File: config.mk
export PLATFORM = sky130hd
export DESIGN_NAME = rf_alu_ctrl
export DESIGN_NICKNAME = d
export VERILOG_FILES = /design/src/rtl/cpu_ctrl_pkg.sv /design/src/rtl/ctrl_decode.sv /design/src/rtl/rf_alu_ctrl.sv
export SDC_FILE = /design/constraint.sdc
export NUM_CORES = 1
export LEC_CHECK = 0
export ABC_AREA = 1
export CAP_MARGIN = 20
export CORE_MARGIN = 8
export CORE_UTILIZATION = 39
export CTS_CLUSTER_DIAMETER = 120
export DETAILED_ROUTE_END_ITERATION = 6
export MAX_ROUTING_LAYER = met4
export PLACE_DENSITY = 0.84
export REMOVE_ABC_BUFFERS = 1
export SYNTH_ARGS = -nofsm -noshare
export SYNTH_HDL_FRONTEND = slang
export SYNTH_SLANG_ARGS = --single-unit
File: constraint.sdc
create_clock -name clk -period 3.3 [get_ports clk]
set_input_delay 0.66 -clock clk [delete_from_list [all_inputs] [get_ports clk]]
set_output_delay 0.66 -clock clk [all_outputs]
set_load 0.02 [all_outputs]
File: src/rtl/cpu_ctrl_pkg.sv
// Shared types and encodings for the rf_alu_ctrl control unit:
// FSM states, opcode/ext fields, ALU codes and the decode bundle.
package cpu_ctrl_pkg;

  typedef enum logic [2:0] {
    S_IDLE,
    S_FETCH,
    S_DECODE,
    S_EXEC,
    S_PCINC
  } state_t;

  localparam logic [3:0] OP_RTYPE = 4'b0000;
  localparam logic [3:0] OP_SHIFT = 4'b1000;
  localparam logic [3:0] OP_JUMP  = 4'b0100;

  localparam logic [3:0] EXT_NOP  = 4'b0000;
  localparam logic [3:0] EXT_ADD  = 4'b0101;
  localparam logic [3:0] EXT_SUB  = 4'b1001;
  localparam logic [3:0] EXT_AND  = 4'b0001;
  localparam logic [3:0] EXT_OR   = 4'b0010;
  localparam logic [3:0] EXT_XOR  = 4'b0011;
  localparam logic [3:0] EXT_CMP  = 4'b1011;
  localparam logic [3:0] EXT_MOV  = 4'b1101;
  localparam logic [3:0] EXT_JAL  = 4'b1000;
  localparam logic [3:0] EXT_JUMP = 4'b1100;

  localparam logic [3:0] ALU_ADD = 4'b0000;
  localparam logic [3:0] ALU_SUB = 4'b0001;
  localparam logic [3:0] ALU_AND = 4'b0010;
  localparam logic [3:0] ALU_OR  = 4'b0011;
  localparam logic [3:0] ALU_XOR = 4'b0100;
  localparam logic [3:0] ALU_CMP = 4'b0101;
  localparam logic [3:0] ALU_MOV = 4'b0110;

  typedef struct packed {
    logic       reg_write;
    logic       shift_or_alu;
    logic       alusrca;
    logic       alusrcb;
    logic       shift_type;
    logic       jump_en;
    logic       jal_en;
    logic       alu_select;
    logic       illegal;
    logic [3:0] alu_op;
  } ctrl_t;

  // The same 4-bit code names an ALU op in both ext and op fields.
  function automatic logic is_alu_code(input logic [3:0] c);
    return c inside {EXT_ADD, EXT_SUB, EXT_AND, EXT_OR,
                     EXT_XOR, EXT_CMP, EXT_MOV};
  endfunction

  function automatic logic [3:0] alu_code(input logic [3:0] c);
    logic [3:0] r;
    r = ALU_ADD;
    case (c)
      EXT_SUB: r = ALU_SUB;
      EXT_AND: r = ALU_AND;
      EXT_OR:  r = ALU_OR;
      EXT_XOR: r = ALU_XOR;
      EXT_CMP: r = ALU_CMP;
      EXT_MOV: r = ALU_MOV;
      default: r = ALU_ADD;
    endcase
    return r;
  endfunction

  // Logical ops take a zero-extended imm8, arithmetic ones sign-extend.
  function automatic logic zext_imm(input logic [3:0] c);
    return c inside {EXT_AND, EXT_OR, EXT_XOR};
  endfunction

endpackage

File: src/rtl/ctrl_decode.sv
// Combinational IR-to-control decode for rf_alu_ctrl.
// Undefined encodings decode as NOP with the illegal bit raised.
module ctrl_decode
  import cpu_ctrl_pkg::*;
#(
  parameter int WIDTH = 16
) (
  input  logic [WIDTH-1:0] ir,
  output ctrl_t            ctrl,
  output logic [WIDTH-1:0] imm,
  output logic [WIDTH-1:0] shamt
);

  logic [3:0] op;
  logic [3:0] ext;
  logic [7:0] imm8;

  assign op   = ir[15:12];
  assign ext  = ir[7:4];
  assign imm8 = ir[7:0];

  // Classify the instruction and build its EXEC-phase controls.
  always_comb begin
    ctrl              = '0;
    ctrl.shift_or_alu = 1'b1;
    ctrl.alusrca      = 1'b1;
    imm               = '0;
    shamt             = '0;
    unique case (1'b1)
      (op == OP_RTYPE) && (ext == EXT_NOP): begin
      end
      (op == OP_RTYPE) && is_alu_code(ext): begin
        ctrl.alu_op    = alu_code(ext);
        ctrl.reg_write = (ext != EXT_CMP);
      end
      is_alu_code(op): begin
        ctrl.alu_op    = alu_code(op);
        ctrl.alusrcb   = 1'b1;
        ctrl.reg_write = (op != EXT_CMP);
        if (zext_imm(op))
          imm = {{(WIDTH-8){1'b0}}, imm8};
        else
          imm = {{(WIDTH-8){imm8[7]}}, imm8};
      end
      (op == OP_SHIFT) && (ext[3:2] == 2'b00): begin
        ctrl.shift_or_alu = 1'b0;
        ctrl.shift_type   = ext[1];
        ctrl.reg_write    = 1'b1;
        shamt = {{(WIDTH-5){ir[4]}}, ir[4:0]};
      end
      (op == OP_JUMP) && (ext == EXT_JAL): begin
        ctrl.alusrca    = 1'b0;
        ctrl.jump_en    = 1'b1;
        ctrl.jal_en     = 1'b1;
        ctrl.alu_select = 1'b1;
      end
      (op == OP_JUMP) && (ext == EXT_JUMP): begin
        ctrl.alusrca    = 1'b0;
        ctrl.jump_en    = 1'b1;
        ctrl.alu_select = 1'b1;
      end
      default: begin
        ctrl.illegal = 1'b1;
      end
    endcase
  end

endmodule

File: src/rtl/rf_alu_ctrl.sv
// Multicycle fetch/decode/exec/pc-increment controller.
// Optional trap on undefined encodings: ILLEGAL_TRAP_EN.
module rf_alu_ctrl
  import cpu_ctrl_pkg::*;
#(
  parameter int WIDTH   = 16,
  parameter int REGBITS = 4
) (
  input  logic               clk,
  input  logic               reset,
  input  logic               mem_ack,
  input  logic [WIDTH-1:0]   instr_in,
  output logic               mem_req,
  output logic               regWrite,
  output logic               shiftOrALU,
  output logic               alusrca,
  output logic               alusrcb,
  output logic [3:0]         aluControl,
  output logic [REGBITS-1:0] regAddress1,
  output logic [REGBITS-1:0] regAddress2,
  output logic [WIDTH-1:0]   immediate,
  output logic               shiftType,
  output logic [WIDTH-1:0]   shiftDirection,
  output logic               jumpEN,
  output logic               jalEN,
  output logic               ALUselect,
  output logic               illegal_op
);

`ifdef ILLEGAL_TRAP_EN
  localparam bit TRAP_EN = 1'b1;
`else
  localparam bit TRAP_EN = 1'b0;
`endif

  state_t           state;
  logic [WIDTH-1:0] ir;
  logic             illegal_q;
  logic             trap;
  ctrl_t            ctrl;
  logic [WIDTH-1:0] imm;
  logic [WIDTH-1:0] shamt;

  ctrl_decode #(
    .WIDTH(WIDTH)
  ) u_decode (
    .ir   (ir),
    .ctrl (ctrl),
    .imm  (imm),
    .shamt(shamt)
  );

  assign trap       = TRAP_EN && ctrl.illegal;
  assign illegal_op = TRAP_EN ? illegal_q : 1'b0;

  // State sequencing, instruction latch and sticky trap flag.
  always_ff @(posedge clk) begin
    if (reset) begin
      state     <= S_IDLE;
      ir        <= '0;
      illegal_q <= 1'b0;
    end else begin
      case (state)
        S_IDLE: begin
          if (!illegal_q)
            state <= S_FETCH;
        end
        S_FETCH: begin
          if (mem_ack) begin
            ir    <= instr_in;
            state <= S_DECODE;
          end
        end
        S_DECODE: state <= S_EXEC;
        S_EXEC: begin
          if (trap) begin
            illegal_q <= 1'b1;
            state     <= S_IDLE;
          end else if (ctrl.jump_en) begin
            state <= S_FETCH;
          end else begin
            state <= S_PCINC;
          end
        end
        S_PCINC: state <= S_FETCH;
        default: state <= S_IDLE;
      endcase
    end
  end

  // Moore outputs from state and IR.
  always_comb begin
    mem_req        = 1'b0;
    regWrite       = 1'b0;
    shiftOrALU     = 1'b0;
    alusrca        = 1'b0;
    alusrcb        = 1'b0;
    aluControl     = ALU_ADD;
    regAddress1    = '0;
    regAddress2    = '0;
    immediate      = '0;
    shiftType      = 1'b0;
    shiftDirection = '0;
    jumpEN         = 1'b0;
    jalEN          = 1'b0;
    ALUselect      = 1'b0;
    if (state != S_IDLE) begin
      regAddress1 = ir[8 +: REGBITS];
      regAddress2 = ir[0 +: REGBITS];
    end
    case (state)
      S_FETCH: mem_req = 1'b1;
      S_EXEC: begin
        regWrite       = ctrl.reg_write;
        shiftOrALU     = ctrl.shift_or_alu;
        alusrca        = ctrl.alusrca;
        alusrcb        = ctrl.alusrcb;
        aluControl     = ctrl.alu_op;
        immediate      = imm;
        shiftType      = ctrl.shift_type;
        shiftDirection = shamt;
        jumpEN         = ctrl.jump_en;
        jalEN          = ctrl.jal_en;
        ALUselect      = ctrl.alu_select;
      end
      S_PCINC: begin
        alusrcb    = 1'b1;
        immediate  = {{(WIDTH-1){1'b0}}, 1'b1};
        aluControl = ALU_ADD;
        shiftOrALU = 1'b1;
      end
      default: begin
      end
    endcase
  end

endmodule
==> results by group, run 1 <==
Synthesis
  – Most common library cells after synthesis: 54 x nor2_1, 32 x nand2_1, 26 x inv_1
  – Post-Synthesis Cells: 217
  – EDFF count, synth: 0
  – Register area share after synthesis: 27.84%
  – Syn_area_per_cell: 6.296 sq um
  – Largest family of logic cells by synthesized area: simple AND/OR/NAND/NOR gates
  – Yosys reg bits: 19
  – Post-synthesis mux area share: 0%
  – Synth area leader: dfxtp_1
  – Syn. warnings: 0
  – Synth Area in XOR/XNOR: 0%
  – Count leader, synth: nor2_1
  – Synth Area in Adders: 0%
  – Synth Cell Area: 1366 sq um
  – Post-synth ARST share: 0%
  – Post-synthesis compound-gate area fraction: 10.07%
  – Yosys cell types: 25
  – Synth Area in Simple Gates: 40.02%
  – Leading post-synthesis cells by cell area: dfxtp_1 28%, nor2_1 15%, buf_4 12%
  – Prevailing post-synth register cell: dfxtp_1
  – Top cell type's share of synthesized area: 27.84%

Placed design
  – Port buffer count: 70
  – Placed cell count: 309
  – Pre-CTS setup slack: 536.0 ps
  – Gpl congestion: 0.8582
  – Dpl hpwl: 3.089 mm

Critical path
  – WS Path Type: register to primary output
  – Critical-path cell list: inv_1 -> o21ai_0 -> nand3_2 -> nor3_4 -> clkdlybuf4s50_1
  – Worst setup EP type: primary output
  – Crit Path Max Fanout: 11
  – Crit path max-delay family: buffers and inverters
  – CP max-delay cell: clkdlybuf4s50_1
  – CP bufs+invs: 2
  – CP peak stage delay: 670 ps
  – Worst EP required: 2640 ps
  – Worst setup SP type: register
  – Arrival time at the worst endpoint: 2340 ps

Final layout
  – P&R area growth vs syn: 44.69%
  – Antenna Cells: 0
  – Share of cells above drive strength 1: 7.116%
  – Fin util: 58.78%
  – Layout net count: 287
  – Layout Cells excl Fill: 313

STA
  – Final min period: 2995 ps
  – Worst Skew: 1.287 ps
  – Relative slew slack: 38.20%
  – Worst-Margin Slew: 920.0 ps
  – Setup TNS: 0 ps
  – Final setup violation count: 0
  – Fin crit share: 90.77%
  – Final Hold Vio Count: 0
  – Setup WS post-layout: 304.7 ps
  – Max Fclk: 0.3339 GHz
  – Max Slew Vio Count: 0
  – RSZ-0062 raised after global routing: false

Status
  – Status: finished clean

Detailed routing
  – DR vias: 1427
  – WL final: 3.711 mm
  – Wire length per cell: 11.86 um
  – Final ANT Viol Nets: 0
  – Vias per inst: 4.559
  – Post-route DRC: 0
  – Drt pass-1 iters: 4
  – Initial DRC count: 74

Floorplan
  – Die W: 75.19 um
  – Row Count: 21
  – Die Ht: 75.19 um
  – Initial Utilization: 40.62%
  – Top Ports: 73
  – DIE AREA: 5654 sq um
  – Core Region: 3363 sq um

Clocking
  – Maximum root-to-sink buffer count: 2
  – Worst-Skew Late Latency: 290 ps
  – TritonCTS Sinks: 19
  – Post-CTS setup buffer count: 0
  – H-tree depth: 1
  – Clock transition at the registers of the reported paths: 110 ps
  – Root buffer cell: clkbuf_4
  – CTS Buf Count: 3
  – CTS tree: yes

GRT
  – Pin count of the biggest net entering global routing: 18
  – Overflow after GRT: 0
  – GRT Util Overall: 13.42%
  – First-pass GRT wire length: 5.823 mm
  – Antenna violations before repair: 0
  – Via count of the first global-routing pass: 1261

Hold path
  – Hold WC Path Type: register to register

Run
  – Max cap viols: 0

Pwr
  – Worst VDD drop: 0.1911 mV
  – Post-layout power: 0.0005423 W
  – Lkg Pwr: 0.7820 nW
  – Power per cell area: 274.3 nW/um^2
-- sequential cells by signal, indices dropped and copies added, names as in the netlist --
| name | count |
|---|---|
| ir | 16 |
| state | 3 |
-- stage by stage --
stage | instance area [sq um] | hold WS (ps)
final | 1977 | 495.0
after global routing | 1977 | 521.2
after CTS | 1971 | 500.1
after detailed placement | 1943 | 473.3
after global placement | 1943 | 460.8
after floorplan | 1177 | 455.0
-- power by group --
group          switching (W)  internal [W]
clock network      0.0000724     0.0000451
registers          0.0000206      0.000247
logic              0.0000919     0.0000654
total               0.000185      0.000357
-- cell usage in the layout, fill, tap and decap left out --
cell type	netlist	routed
nor3b_2	1	1
nand4_1	3	3
nor2_1	54	54
inv_1	26	26
nand2_4	1	1
o21ai_2	1	1
nand2_1	32	32
nand3_1	10	10
nor2_8	1	1
clkdlybuf4s50_1	0	70
nand4_4	1	1
dfxtp_1	19	19
clkbuf_4	0	3
o21ai_1	1	1
nor3_4	0	1
nand3_2	2	2
nor3_1	7	7
inv_2	2	2
nor2_2	4	4
o2111ai_1	1	1
buf_4	21	1
o21ai_0	20	20
conb_1	1	2
clkinv_2	0	1
a21oi_1	3	3
-- repair_timing --
action,CTS,global route
hold buffers,0,0
resized for setup,0,1
setup endpoints to repair,0,8
endpoints found under the hold margin,0,0
-- tightest hold or removal path, stage by stage (launching register included) --
cell,delay [ps]
dfxtp_1,340
nor2_1,50
nor2_1,80
-- worst paths after layout --
kind,startpoint,slack [ps],cells after the start,to
setup / recovery,ir[13],300,5,immediate[15]
hold reg to reg,ir[2],490,2,ir[2]
setup reg to reg,state[0],1980,4,ir[11]
hold / removal,ir[2],490,2,ir[2]
-- cells by family after synthesis --
group,after synthesis
AND/OR/NAND/NOR,117
other,1
AO/OA/AOI/OAI,26
buffers and inverters,54
flip-flops,19
-- routing by layer --
layer,GRT usage [%],vias to the layer above,part of all wire [%]
met2,21.88,50,45
li1,-,758,-
met1,15.45,617,44
met5,-,-,0
met4,3.198,0,0.40
met3,4.527,2,10
-- layout make-up --
cell class	instances	area [sq um]
fill	344	1386
timing repair buffer	71	708.2
multi-input combinational	145	698.2
sequential	19	380.4
inverter	28	105.1
tap	46	57.56
clock buffer	3	22.52
clock inverter	1	5.005
(Power assumes the default switching activity.)
==> run 2, diff against run 1 <==
--- a/config.mk
+++ b/config.mk
@@ -14,6 +14,7 @@
 export MAX_ROUTING_LAYER = met4
 export PLACE_DENSITY = 0.84
 export REMOVE_ABC_BUFFERS = 1
+export SKIP_LAST_GASP = 1
 export SYNTH_ARGS = -nofsm -noshare
 export SYNTH_HDL_FRONTEND = slang
 export SYNTH_SLANG_ARGS = --single-unit
==> results of run 2 <==
Same layout as run 1: the final DEF is identical, and so are final timing and power.
==> patch 1: new RTL, flow settings as in run 1 <==
`WIDTH` is set to 16 in 2 places; all go to 32.
--- a/src/rtl/ctrl_decode.sv
+++ b/src/rtl/ctrl_decode.sv
@@ -3,7 +3,7 @@
 module ctrl_decode
   import cpu_ctrl_pkg::*;
 #(
-  parameter int WIDTH = 16
+  parameter int WIDTH = 32
 ) (
   input  logic [WIDTH-1:0] ir,
   output ctrl_t            ctrl,
--- a/src/rtl/rf_alu_ctrl.sv
+++ b/src/rtl/rf_alu_ctrl.sv
@@ -3,7 +3,7 @@
 module rf_alu_ctrl
   import cpu_ctrl_pkg::*;
 #(
-  parameter int WIDTH   = 16,
+  parameter int WIDTH   = 32,
   parameter int REGBITS = 4
 ) (
   input  logic               clk,
Interface: changed (resized immediate, instr_in and shiftDirection); port bits go from 73 to 121. The function was not compared with the original's and may differ.
==> patch 1 against run 1 <==
Cell area grew 20%. Synthesized area grew 18%. Worst setup slack gained 0.033 ns. Power grew 9.1%. Clock power grew 36%. Sequential cell count is the same. Wire length grew 21%. Combinational power grew 4%. Clock skew grew 0.0017 ns.
==> patch 1: results (changes against run 1) <==
- The worst register-to-register path begins at state[0].
- The number of optimization iterations in the first detailed-route pass is 6 (+2).
- The share of cells above drive strength 1 is 8.20% (+1.1 points).
- The post-detailed-routing wire length is 4.49 mm (+21%).
- The first-pass GRT wire length was 6.85 mm (+18%).
- The largest net degree at the start of global routing was 29 (+11).
- After synthesis, the most frequently instantiated cells are sky130_fd_sc_hd__nor2_1 (54), sky130_fd_sc_hd__buf_4 (53), sky130_fd_sc_hd__nand2_1 (32).
- The capturing point of the worst reg2reg path is ir[15].
- The async set-or-reset flop fraction in the synthesized netlist is 0% (unchanged).
- The leakage dissipation is 0.921 nW (+18%).
- The detail-routed via count per cell is 4.66 (+2.1%).
- The arrival time at the worst endpoint was 2.30 ns (-0.04 ns).
- For hold timing, the worst endpoint is ir[8].
- The number of nets in the layout is 341 (+19%).
- The worst hold path belongs to the class register to register.
- The detailed route wirelength on metal2 is 1.75 mm (+4.5%).
- By area the synthesized netlist is led by sky130_fd_sc_hd__buf_4 (25%), sky130_fd_sc_hd__dfxtp_1 (24%), sky130_fd_sc_hd__nor2_1 (13%).
- The total routing usage reported by global routing is 13.6% (+0.13 points).
- The largest clock skew in the final design is 0.00297 ns (+0.00168 ns).
- The via count of the first global-routing pass came to 1575 (+25%).
- The end point of the critical path is shiftDirection[28].
- The cell sitting at the root of the clock tree is a sky130_fd_sc_hd__clkbuf_8.
- The proportion of synthesized chip area in sequential cells was 23.7% (-4.2 points).
- The Yosys warning count is 0 (unchanged).
- The sum of met3 wire segment lengths after detailed routing was 574 um (+48%).
- In this run the most critical hold path is launched from ir[8].
- The detailed placement HPWL was 3.62 mm (+17%).
- The internal reg-to-reg setup slack is 1.96 ns (-0.02 ns).
- The number of I/O port buffers is 102 (+46%).
- The fraction of power spent switching nets is 31.9% (-2.2 points).
- The worst ir drop on vdd came to 0.000169 V (-11%).
- The number of fill cells is 371 (+7.8%).
- The maximum fanout count along the critical path is 28 (+17).
- The run finished with clean final reports.
- The clock slew at the register clock pins of the worst setup and hold paths came to 0.07 ns (-0.04 ns).
- The initial detailed-routing violation count is 94 (+27%).
-- patch 1: changes by cell type after synthesis --
cell / change
sky130_fd_sc_hd__buf_4: +32
-- patch 1: per-stage QoR --
stage          util, %  hold slack [ns]  area [um^2]  instances  setup WS [ns]
6_report          59.5            0.489         2360        355          0.337
5_1_grt           59.5            0.522         2360        355          0.203
4_1_cts           58.9            0.490         2340        352          0.182
3_5_place_dp      57.8            0.473         2300        348          0.480
3_3_place_gp      57.8            0.464         2300        348          0.532
2_1_floorplan        -            0.455         1180        192          -9.35
-- patch 1: tightest hold or removal path, delay by kind of cell, from the launching register on --
kind | cells | cell delay (ns)
flops | 1 | 0.33
simple gates | 2 | 0.13
-- patch 1: power groups by stage --
stage                     clock [mW]  sequential (mW)  combinational (mW)
after floorplan                    0            0.268              0.0986
after global placement             0            0.272               0.161
after detailed placement           0            0.272               0.164
after CTS                      0.165            0.267               0.164
after global routing           0.171            0.270               0.183
final                          0.160            0.268               0.164
-- patch 1: cell families (layout without fill, tap and decap cells) --
family,Yosys count,count (layout),share of synthesized area (%)
compound gates,26,26,8.57
flops,19,19,23.7
buf+inv,86,141,33.5
simple gates,117,117,34.0
other cells,1,2,0.233
-- patch 1: what timing repair did --
action / in CTS / in global routing
setup buffers: 0 / 3
setup endpoints to repair: 0 / 3
gates resized for setup: 0 / 0
-- patch 1: layer usage --
metal	up-vias	track usage (%)
met5	-	-
met4	0	5.09
met3	4	5.13
met2	103	20.5
met1	711	15.9
li1	835	-
-- patch 1: layout make-up --
| type | instances | area share [%] |
|---|---|---|
| Timing Repair Buffer | 109 | 45.4 |
| Multi-Input combinational cell | 145 | 29.5 |
| Sequential cell | 19 | 16.1 |
| Inverter | 28 | 4.45 |
| Tap cell | 50 | 2.65 |
| Clock buffer | 4 | 1.91 |
==> patch 2: new RTL, config.mk and constraints of run 1 <==
Without the edit above. Encoding of `state_t`: now Gray code (3 bits for 5 states).
--- a/src/rtl/cpu_ctrl_pkg.sv
+++ b/src/rtl/cpu_ctrl_pkg.sv
@@ -3,11 +3,11 @@
 package cpu_ctrl_pkg;
 
   typedef enum logic [2:0] {
-    S_IDLE,
-    S_FETCH,
-    S_DECODE,
-    S_EXEC,
-    S_PCINC
+    S_IDLE   = 3'b000,
+    S_FETCH  = 3'b001,
+    S_DECODE = 3'b011,
+    S_EXEC   = 3'b010,
+    S_PCINC  = 3'b110
   } state_t;
 
   localparam logic [3:0] OP_RTYPE = 4'b0000;
Behaviour: no difference found for any inputs over 10 cycles, from zero or initial values and one cycle with reset high; not proved beyond that.
==> patch 2 against run 1 <==
Power up 20%. Synthesized cell count up 10%. Cell area up 8.7%. Worst setup slack better by 0.14 ns. Synthesized area up 11%. Sequential cell count unchanged. Critical path type unchanged. Die area up 8.7%. Wire length up 9.5%.
==> patch 2: results (changes against run 1) <==
- The average wire per standard cell is 12.0 um (+1.4%).
- The total routing usage reported by global routing was 13.5% (+0.043 points).
- The total cell area at the placement stage is 2100 um^2 (+8.2%).
- The arrival time at the worst endpoint is 2.19 ns (-0.15 ns).
- The post-synthesis cell type count is 29 (+16%).
- The floorplan core area is 3720 um^2 (+10%).
- The run finished with clean final reports.
- The number of standard cells in the final layout excluding fillers came to 338 (+8.0%).
- The total sequential power was 0.275 mW (+3%).
- The worst-skew pair later-pin latency was 0.25 ns (-0.04 ns).
- The maximum fanout count along the critical path is 12 (+1).
- The setup slack after placement was 0.692 ns (+0.156 ns).
- The largest net degree at the start of global routing is 19 (+1).
- The largest clock skew in the final design came to 0.00442 ns (+0.00313 ns).
- The total area of multi-input combinational cells is 827 um^2 (+18%).
- The initial detailed-routing violation count came to 124 (+68%).
- The delay of the slowest critical-path stage was 0.63 ns (-0.04 ns).
- The combinational group power is 0.216 mW (+38%).
- The multi-input combinational gate total is 167 (+15%).
- The final weighted congestion in routability-driven placement came to 0.880 (+2.5%).
- The number of standard cells after synthesis is 239 (+10%).
- The switching power is 0.227 mW (+23%).
- The number of signal-net buffers in the layout is 74 (+4.2%).
- The total placed cells including tap cells is 334 (+8.1%).
- The power per cell area is 302 nW/um^2 (+10%).
- The detailed placement HPWL is 3.25 mm (+5.2%).
-- patch 2: changes by cell type in the layout (fill, tap and decap cells not counted), moves of 2 or more --
| cell | delta |
|---|---|
| sky130_fd_sc_hd__buf_4 | +3 |
| sky130_fd_sc_hd__clkbuf_4 | -3 |
| sky130_fd_sc_hd__clkbuf_8 | +3 |
| sky130_fd_sc_hd__inv_1 | -4 |
| sky130_fd_sc_hd__nand2_1 | +23 |
| sky130_fd_sc_hd__nand3_1 | -2 |
| sky130_fd_sc_hd__nand3_2 | -2 |
| sky130_fd_sc_hd__nand3b_1 | +16 |
| sky130_fd_sc_hd__nor2_1 | -3 |
| sky130_fd_sc_hd__nor2_2 | +4 |
| sky130_fd_sc_hd__nor2_4 | +2 |
| sky130_fd_sc_hd__o21ai_0 | -16 |
-- patch 2: cells by family (layout without fill, tap and decap cells) --
group | Yosys count | count (layout) | share of synthesized area (%)
compound gates | 7 | 7 | 2.47
buf+inv | 54 | 104 | 20.7
flops | 19 | 19 | 25.1
other cells | 1 | 2 | 0.247
simple gates | 158 | 158 | 51.5
-- patch 2: routing by layer --
metal	vias up	part of all wire [%]	global-route usage (%)
li1	819	-	-
met1	684	47	16.0
met2	71	42	21.6
met3	4	9.6	2.73
met4	0	1.3	5.56
met5	-	0	-
-- patch 2: final timing paths --
kind                               start                end  slack, ns  cells after the start
worst min-delay path               ir[9]              ir[9]       0.49                      2
worst max-delay path               ir[6]  shiftDirection[4]       0.45                      5
worst max register to register  state[2]              ir[2]       2.00                      5
worst min register to register     ir[9]              ir[9]       0.49                      2
